[src/rtl/serial_link_credit_ctrl.sv]
// serial_link_credit_ctrl: credit-based flow control between network and
// data link layers of the serial link.
//
// Ports:
//   clk_i, rst_ni, clear_i         clock, async active-low reset, sync clear
//   data_in_*                      TX payload from network layer (valid/ready)
//   data_out_*                     RX payload to network layer (FWFT FIFO head)
//   link_out_*                     packets to data link (registered, valid/ready)
//   link_in_*                      packets from data link (valid/ready)
//   credits_avail_o                remote credits available for TX data
//   credits_to_return_o            local pops not yet returned to remote
//
// Packet layout: {credit_only, credits[CntW-1:0], data[DataWidth-1:0]}.
// Optional macro SERIAL_LINK_CREDIT_TIMEOUT_EN adds an idle timeout that
// flushes a small credit backlog with a credit-only packet.
module serial_link_credit_ctrl #(
    parameter int DataWidth       = 64,
    parameter int NumCredits      = 8,
    parameter int ForceSendThresh = 6,
    parameter int TimeoutCycles   = 64,
    localparam int CntW           = $clog2(NumCredits + 1),
    localparam int PktW           = 1 + CntW + DataWidth
) (
    input  logic                 clk_i,
    input  logic                 rst_ni,
    input  logic                 clear_i,
    input  logic [DataWidth-1:0] data_in_i,
    input  logic                 data_in_valid_i,
    output logic                 data_in_ready_o,
    output logic [DataWidth-1:0] data_out_o,
    output logic                 data_out_valid_o,
    input  logic                 data_out_ready_i,
    output logic [PktW-1:0]      link_out_o,
    output logic                 link_out_valid_o,
    input  logic                 link_out_ready_i,
    input  logic [PktW-1:0]      link_in_i,
    input  logic                 link_in_valid_i,
    output logic                 link_in_ready_o,
    output logic [CntW-1:0]      credits_avail_o,
    output logic [CntW-1:0]      credits_to_return_o
);

    localparam int PtrW = $clog2(NumCredits);
    localparam logic [CntW:0]   MaxW    = (CntW + 1)'(NumCredits);
    localparam logic [CntW-1:0] MaxC    = CntW'(NumCredits);
    localparam logic [CntW-1:0] Thresh  = CntW'(ForceSendThresh);
    localparam logic [PtrW-1:0] LastIdx = PtrW'(NumCredits - 1);

    typedef enum logic {OutEmpty, OutFull} out_state_e;

    out_state_e           r_state;
    out_state_e           w_state_nxt;
    logic [PktW-1:0]      r_pkt;
    logic [PktW-1:0]      w_pkt_nxt;
    logic [CntW-1:0]      r_tx_credits;
    logic [CntW-1:0]      r_rx_return;
    logic [DataWidth-1:0] r_mem [NumCredits];
    logic [PtrW-1:0]      r_wptr;
    logic [PtrW-1:0]      r_rptr;
    logic [CntW-1:0]      r_fifo_cnt;

    logic                 w_out_hs;
    logic                 w_load_ok;
    logic                 w_load_data;
    logic                 w_load_force;
    logic                 w_load;
    logic                 w_timeout;
    logic                 w_in_co;
    logic [CntW-1:0]      w_in_cr;
    logic [DataWidth-1:0] w_in_data;
    logic                 w_in_hs;
    logic                 w_push;
    logic                 w_pop;
    logic                 w_fifo_full;
    logic [CntW:0]        w_tx_sum;
    logic [CntW:0]        w_rx_sum;

    assign w_in_co   = link_in_i[PktW-1];
    assign w_in_cr   = link_in_i[DataWidth +: CntW];
    assign w_in_data = link_in_i[DataWidth-1:0];

    // Load slot exists when empty, or when the held packet leaves this cycle.
    assign w_out_hs  = (r_state == OutFull) && link_out_ready_i;
    assign w_load_ok = !clear_i && ((r_state == OutEmpty) || w_out_hs);

    assign data_in_ready_o = w_load_ok && (r_tx_credits != '0);
    assign w_load_data     = data_in_valid_i && data_in_ready_o;
    // Credit-only packets need no credit, so returns flow even at zero credit.
    assign w_load_force    = w_load_ok && !w_load_data &&
                             ((r_rx_return >= Thresh) || w_timeout);
    assign w_load          = w_load_data || w_load_force;

    assign w_pkt_nxt = w_load_data ?
                       {1'b0, r_rx_return, data_in_i} :
                       {1'b1, r_rx_return, {DataWidth{1'b0}}};

`ifdef SERIAL_LINK_CREDIT_TIMEOUT_EN
    localparam int IdlW = $clog2(TimeoutCycles + 1);
    localparam logic [IdlW-1:0] IdlMax = IdlW'(TimeoutCycles);

    logic [IdlW-1:0] r_idle;

    always_ff @(posedge clk_i or negedge rst_ni) begin
        if (!rst_ni) begin
            r_idle <= '0;
        end else if (clear_i || w_load) begin
            r_idle <= '0;
        end else if ((r_rx_return != '0) && (r_idle != IdlMax)) begin
            r_idle <= r_idle + 1'b1;
        end
    end

    assign w_timeout = (r_idle == IdlMax) && (r_rx_return != '0);
`else
    assign w_timeout = 1'b0;
`endif

    // Output register FSM: state register / next state / outputs.
    always_ff @(posedge clk_i or negedge rst_ni) begin
        if (!rst_ni) begin
            r_state <= OutEmpty;
        end else if (clear_i) begin
            r_state <= OutEmpty;
        end else begin
            r_state <= w_state_nxt;
        end
    end

    always_comb begin
        w_state_nxt = r_state;
        unique case (r_state)
            OutEmpty: if (w_load) w_state_nxt = OutFull;
            OutFull:  if (w_out_hs && !w_load) w_state_nxt = OutEmpty;
            default:  w_state_nxt = OutEmpty;
        endcase
    end

    always_comb begin
        link_out_valid_o = (r_state == OutFull);
        link_out_o       = r_pkt;
    end

    always_ff @(posedge clk_i or negedge rst_ni) begin
        if (!rst_ni) begin
            r_pkt <= '0;
        end else if (clear_i) begin
            r_pkt <= '0;
        end else if (w_load) begin
            r_pkt <= w_pkt_nxt;
        end else if (w_out_hs) begin
            r_pkt <= '0;
        end
    end

    // RX FIFO, first-word fall-through.
    assign w_fifo_full      = (r_fifo_cnt == MaxC);
    assign link_in_ready_o  = !clear_i && (w_in_co || !w_fifo_full);
    assign w_in_hs          = link_in_valid_i && link_in_ready_o;
    assign w_push           = w_in_hs && !w_in_co;
    assign data_out_valid_o = (r_fifo_cnt != '0);
    assign data_out_o       = r_mem[r_rptr];
    assign w_pop            = data_out_valid_o && data_out_ready_i;

    always_ff @(posedge clk_i) begin
        if (w_push) begin
            r_mem[r_wptr] <= w_in_data;
        end
    end

    always_ff @(posedge clk_i or negedge rst_ni) begin
        if (!rst_ni) begin
            r_wptr     <= '0;
            r_rptr     <= '0;
            r_fifo_cnt <= '0;
        end else if (clear_i) begin
            r_wptr     <= '0;
            r_rptr     <= '0;
            r_fifo_cnt <= '0;
        end else begin
            if (w_push) r_wptr <= (r_wptr == LastIdx) ? '0 : r_wptr + 1'b1;
            if (w_pop)  r_rptr <= (r_rptr == LastIdx) ? '0 : r_rptr + 1'b1;
            r_fifo_cnt <= r_fifo_cnt + CntW'(w_push) - CntW'(w_pop);
        end
    end

    // Credit counters: all same-cycle events fold into one update.
    assign w_tx_sum = {1'b0, r_tx_credits}
                    + (w_in_hs ? {1'b0, w_in_cr} : '0)
                    - {{CntW{1'b0}}, w_load_data};
    // The load captures the whole backlog; a same-cycle pop stays.
    assign w_rx_sum = (w_load ? '0 : {1'b0, r_rx_return})
                    + {{CntW{1'b0}}, w_pop};

    always_ff @(posedge clk_i or negedge rst_ni) begin
        if (!rst_ni) begin
            r_tx_credits <= MaxC;
            r_rx_return  <= '0;
        end else if (clear_i) begin
            r_tx_credits <= MaxC;
            r_rx_return  <= '0;
        end else begin
            r_tx_credits <= (w_tx_sum > MaxW) ? MaxC : w_tx_sum[CntW-1:0];
            r_rx_return  <= (w_rx_sum > MaxW) ? MaxC : w_rx_sum[CntW-1:0];
        end
    end

    assign credits_avail_o     = r_tx_credits;
    assign credits_to_return_o = r_rx_return;

    // Overflow means the remote returned more than it was granted.
    a_params: assert property (@(posedge clk_i)
        NumCredits >= 2 && ForceSendThresh >= 1 &&
        ForceSendThresh <= NumCredits && TimeoutCycles >= 1);
    a_tx_ovf: assert property (@(posedge clk_i) disable iff (!rst_ni)
        clear_i || w_tx_sum <= MaxW);
    a_rx_ovf: assert property (@(posedge clk_i) disable iff (!rst_ni)
        clear_i || w_rx_sum <= MaxW);
    a_tx_bnd: assert property (@(posedge clk_i) disable iff (!rst_ni)
        r_tx_credits <= MaxC);
    a_rx_bnd: assert property (@(posedge clk_i) disable iff (!rst_ni)
        r_rx_return <= MaxC);

endmodule

[config.mk]
export PLATFORM = sky130hd
export DESIGN_NAME = serial_link_credit_ctrl
export DESIGN_NICKNAME = d
export VERILOG_FILES = /design/src/rtl/serial_link_credit_ctrl.sv
export SDC_FILE = /design/constraint.sdc
export NUM_CORES = 1
export LEC_CHECK = 0
export CAP_MARGIN = 10
export CORE_ASPECT_RATIO = 0.6
export CORE_MARGIN = 5
export CORE_UTILIZATION = 30
export CTS_CLUSTER_SIZE = 12
export DETAILED_ROUTE_END_ITERATION = 16
export PLACE_DENSITY = 0.57
export SETUP_SLACK_MARGIN = 0.5
export SYNTH_ARGS = -nofsm -noshare
export SYNTH_HDL_FRONTEND = slang
export SYNTH_SLANG_ARGS = --single-unit
[constraint.sdc]
create_clock -name clk_i -period 7.5 [get_ports clk_i]
set_clock_uncertainty 0.15 [all_clocks]
set_input_delay 2.25 -clock clk_i [delete_from_list [all_inputs] [get_ports clk_i]]
set_output_delay 2.25 -clock clk_i [all_outputs]
set_load 0.05 [all_outputs]
==> flow_summary.ini <==
[synth]
muxShareOfSynthArea_pct = 15.74
syn_nets = 1207
synth-adder-area-share_pct = 1.264
synth_cells = 1045
ys_warn_count = 0
synth_top_area_share_pct = 66.96
synth.distinct_cells = 44
avgSynthCellArea_um2 = 21.97
synth_compound_area_share_pct = 3.302
synth-async-reset-ratio_pct = 14.67
synth_top_family_by_area = multiplexers
synth_edf_count = 512
synth-xor-area-share_pct = 0.1907
yosysTopAreaCell = edfxtp_1
synthFlopType = edfxtp_1
synthSimpleGateAreaFrac_pct = 1.401
synth_area_um2 = 22960
yosysSeqAreaShare_pct = 76.56
synthTopCellsByArea = edfxtp_1 67%, mux4_2 13%, dfrtp_1 9.5%
ys_seq_elements = 600

[global_route]
grt_overflow = 0
antenna_found_initial = 2
grt_pass1_wl_um = 78910
grt_pass1_vias = 12200
grt.total_usage_pct = 12.65
grt_max_degree = 89

[power]
comb_power_share_pct = 23.2
swShare_pct = 28.84
seqPwrFrac_pct = 44.1
pwr-share-clk_pct = 32.7
leakagePower_nw = 9.454
p_sw_mw = 2.520
ir_drop_uv = 196.6
power_density_nw_per_um2 = 301.8
p_int_mw = 6.220

[worst_setup_path]
cp_max_fo = 15
startpoint_type = primary input
worstPathRequired_ns = 5.10
critPathKind = in2out
arrival_ns = 4.06
critPathCaptureType = output pin

[clocking]
htree_levels = 2
clk_pin_slew_ns = 0.06
cts_max_path_buffers = 3
hold_buffers = 0
tritoncts = built
cts_buffers = 60
root_buffer = clkbuf_16
cts_resized = 0
clk_latency_ns = 0.64
cts.sinks = 600
cts_setup_buffers = 0

[sta]
layout_setup_ws_ns = 1.038
whs_ns = 0.3461
period_needed_ns = 6.462
fin_crit_sh_pct = 86.15
setup_tns_ns = 0
fmaxAchievable_mhz = 154.8
rsz0062_at_grt = false
worst_slew_pin_slew_ns = 1.110
setup_viol = 0
hold_violations = 0
max_slew_margin_pct = 25.98
slew_viol_final = 0

[routing]
via_per_inst = 4.700
routed-via-count = 11240
route.final.wire_length_um = 52830
drc = 0
first_iter_violations = 784
first_pass_iters = 5
avgRoutedWirePerCell_um = 22.08
final_antenna_net_count = 0

[finish]
layout_commonest_cell = edfxtp_1
layout_common_cells = 512 x edfxtp_1, 283 x clkdlybuf4s50_1, 128 x mux4_2
layout-drive-gt1-share_pct = 21.98
multiInputGateArea_um2 = 5101
n_antenna_cell = 0
nFillCells = 6861
regArea_um2 = 17590
syn_to_final_growth_pct = 26.13
nNetsFinal = 1520

[die]
dieArea_um2 = 82350
die_h_um = 224.3
core-area_um2 = 75730
die_width_um = 367.1
start_util_pct = 30.32
io_pins = 285
row_count = 78

[hold_path]
min_path_type = reg2reg

[placed_design]
port_buffers = 284
dp.final_hpwl_um = 29040
finalWeightedCongestion = 0.7558
dp_slack_ns = 1.029

[flow_run]
cap_violations = 0

[status]
outcome = finished, final reports clean
==> cell usage after synthesis (2+ instances only) <==
library cell and count:
buf_4 2, nor4_1 3, edfxtp_1 512, nand3_1 3, a21oi_1 10, fa_1 2
a21o_1 3, mux4_2 128, clkbuf_1 17, mux2_2 64, o21ai_0 2, buf_2 22
a31oi_1 2, a22o_1 67, xnor2_1 5, buf_6 5, or3_1 4, dfrtp_1 87
nor2b_1 6, buf_1 9, and2_1 3, inv_1 20, nor4b_1 2, nand2_1 12
nand2b_1 3, nor3_1 6, ha_1 20, nor2_1 10
==> kinds of logic after synthesis <==
kind of cell	Yosys count
DFF	600
xor gates and xnor gates	5
buffers and inverters	75
AOI/OAI and AO/OA	91
adders and majority gates	22
and+or+nand+nor	59
muxes	193
==> critical path, cell delays in order <==
cell and delay (ns):
clkdlybuf4s50_1 0.68, a21oi_1 0.28, clkdlybuf4s50_1 0.84
==> registers in the layout (all words and copies together), names as in the netlist <==
name                 cells
credits_avail_o          4
credits_to_return_o      4
link_out_o              69
link_out_valid_o         1
r_fifo_cnt               4
r_mem                  512
r_rptr                   3
r_wptr                   3
==> power by group through the flow <==
stage / clock, mW / sequential (mW) / combinational (mW)
floorplan: 0 / 4.04 / 1.27
global placement: 0 / 3.92 / 2.04
detailed placement: 0 / 3.93 / 2.06
CTS: 2.97 / 3.86 / 2.07
global route: 3.12 / 3.87 / 2.16
finish: 2.86 / 3.85 / 2.03
==> final cells by class <==
class	instances	area share [%]
inverter	20	0.2592
sequential	600	60.74
clock inverter	17	0.8857
clock buffer	79	5.500
timing repair buffer	306	10.68
multi-input combinational	370	17.62
tap	1000	4.321
==> per-layer routing <==
metal  part of all wire (%)  global-route usage, %  routed length [um]  vias up
met1                     45                  17.24               23680     5964
met2                     47                  20.17               24680      267
met3                    6.6                  3.827                3462       72
met4                    1.8                  2.879                 976        4
met5                  0.051                      0                  27        -
li1                       -                      -                   -     4935
==> final timing paths <==
path	depth (start not counted)	slack, ns	to	start
worst max-delay path	3	1.04	link_in_ready_o	clear_i
max in group asynchronous	2	5.03	credits_avail_o[3]	rst_ni
worst max register to register	14	4.16	credits_avail_o[3]	r_fifo_cnt[2]
worst min register to register	1	0.35	link_out_o[66]	link_out_o[66]
min in group asynchronous	1	1.47	link_out_o[5]	rst_ni
worst min-delay path	1	0.35	link_out_o[66]	link_out_o[66]
==> metrics by stage <==
stage | util, % | cell area, um^2 | std cells | power [mW]
floorplan | - | 22970 | 1045 | 5.307
global placement | 35.77 | 27090 | 2295 | 5.969
detailed placement | 35.77 | 27090 | 2295 | 5.988
CTS | 38.21 | 28940 | 2391 | 8.904
global route | 38.24 | 28960 | 2392 | 9.149
finish | 38.24 | 28960 | 2392 | 8.741
No activity file was read; power rests on OpenSTA's default activity.
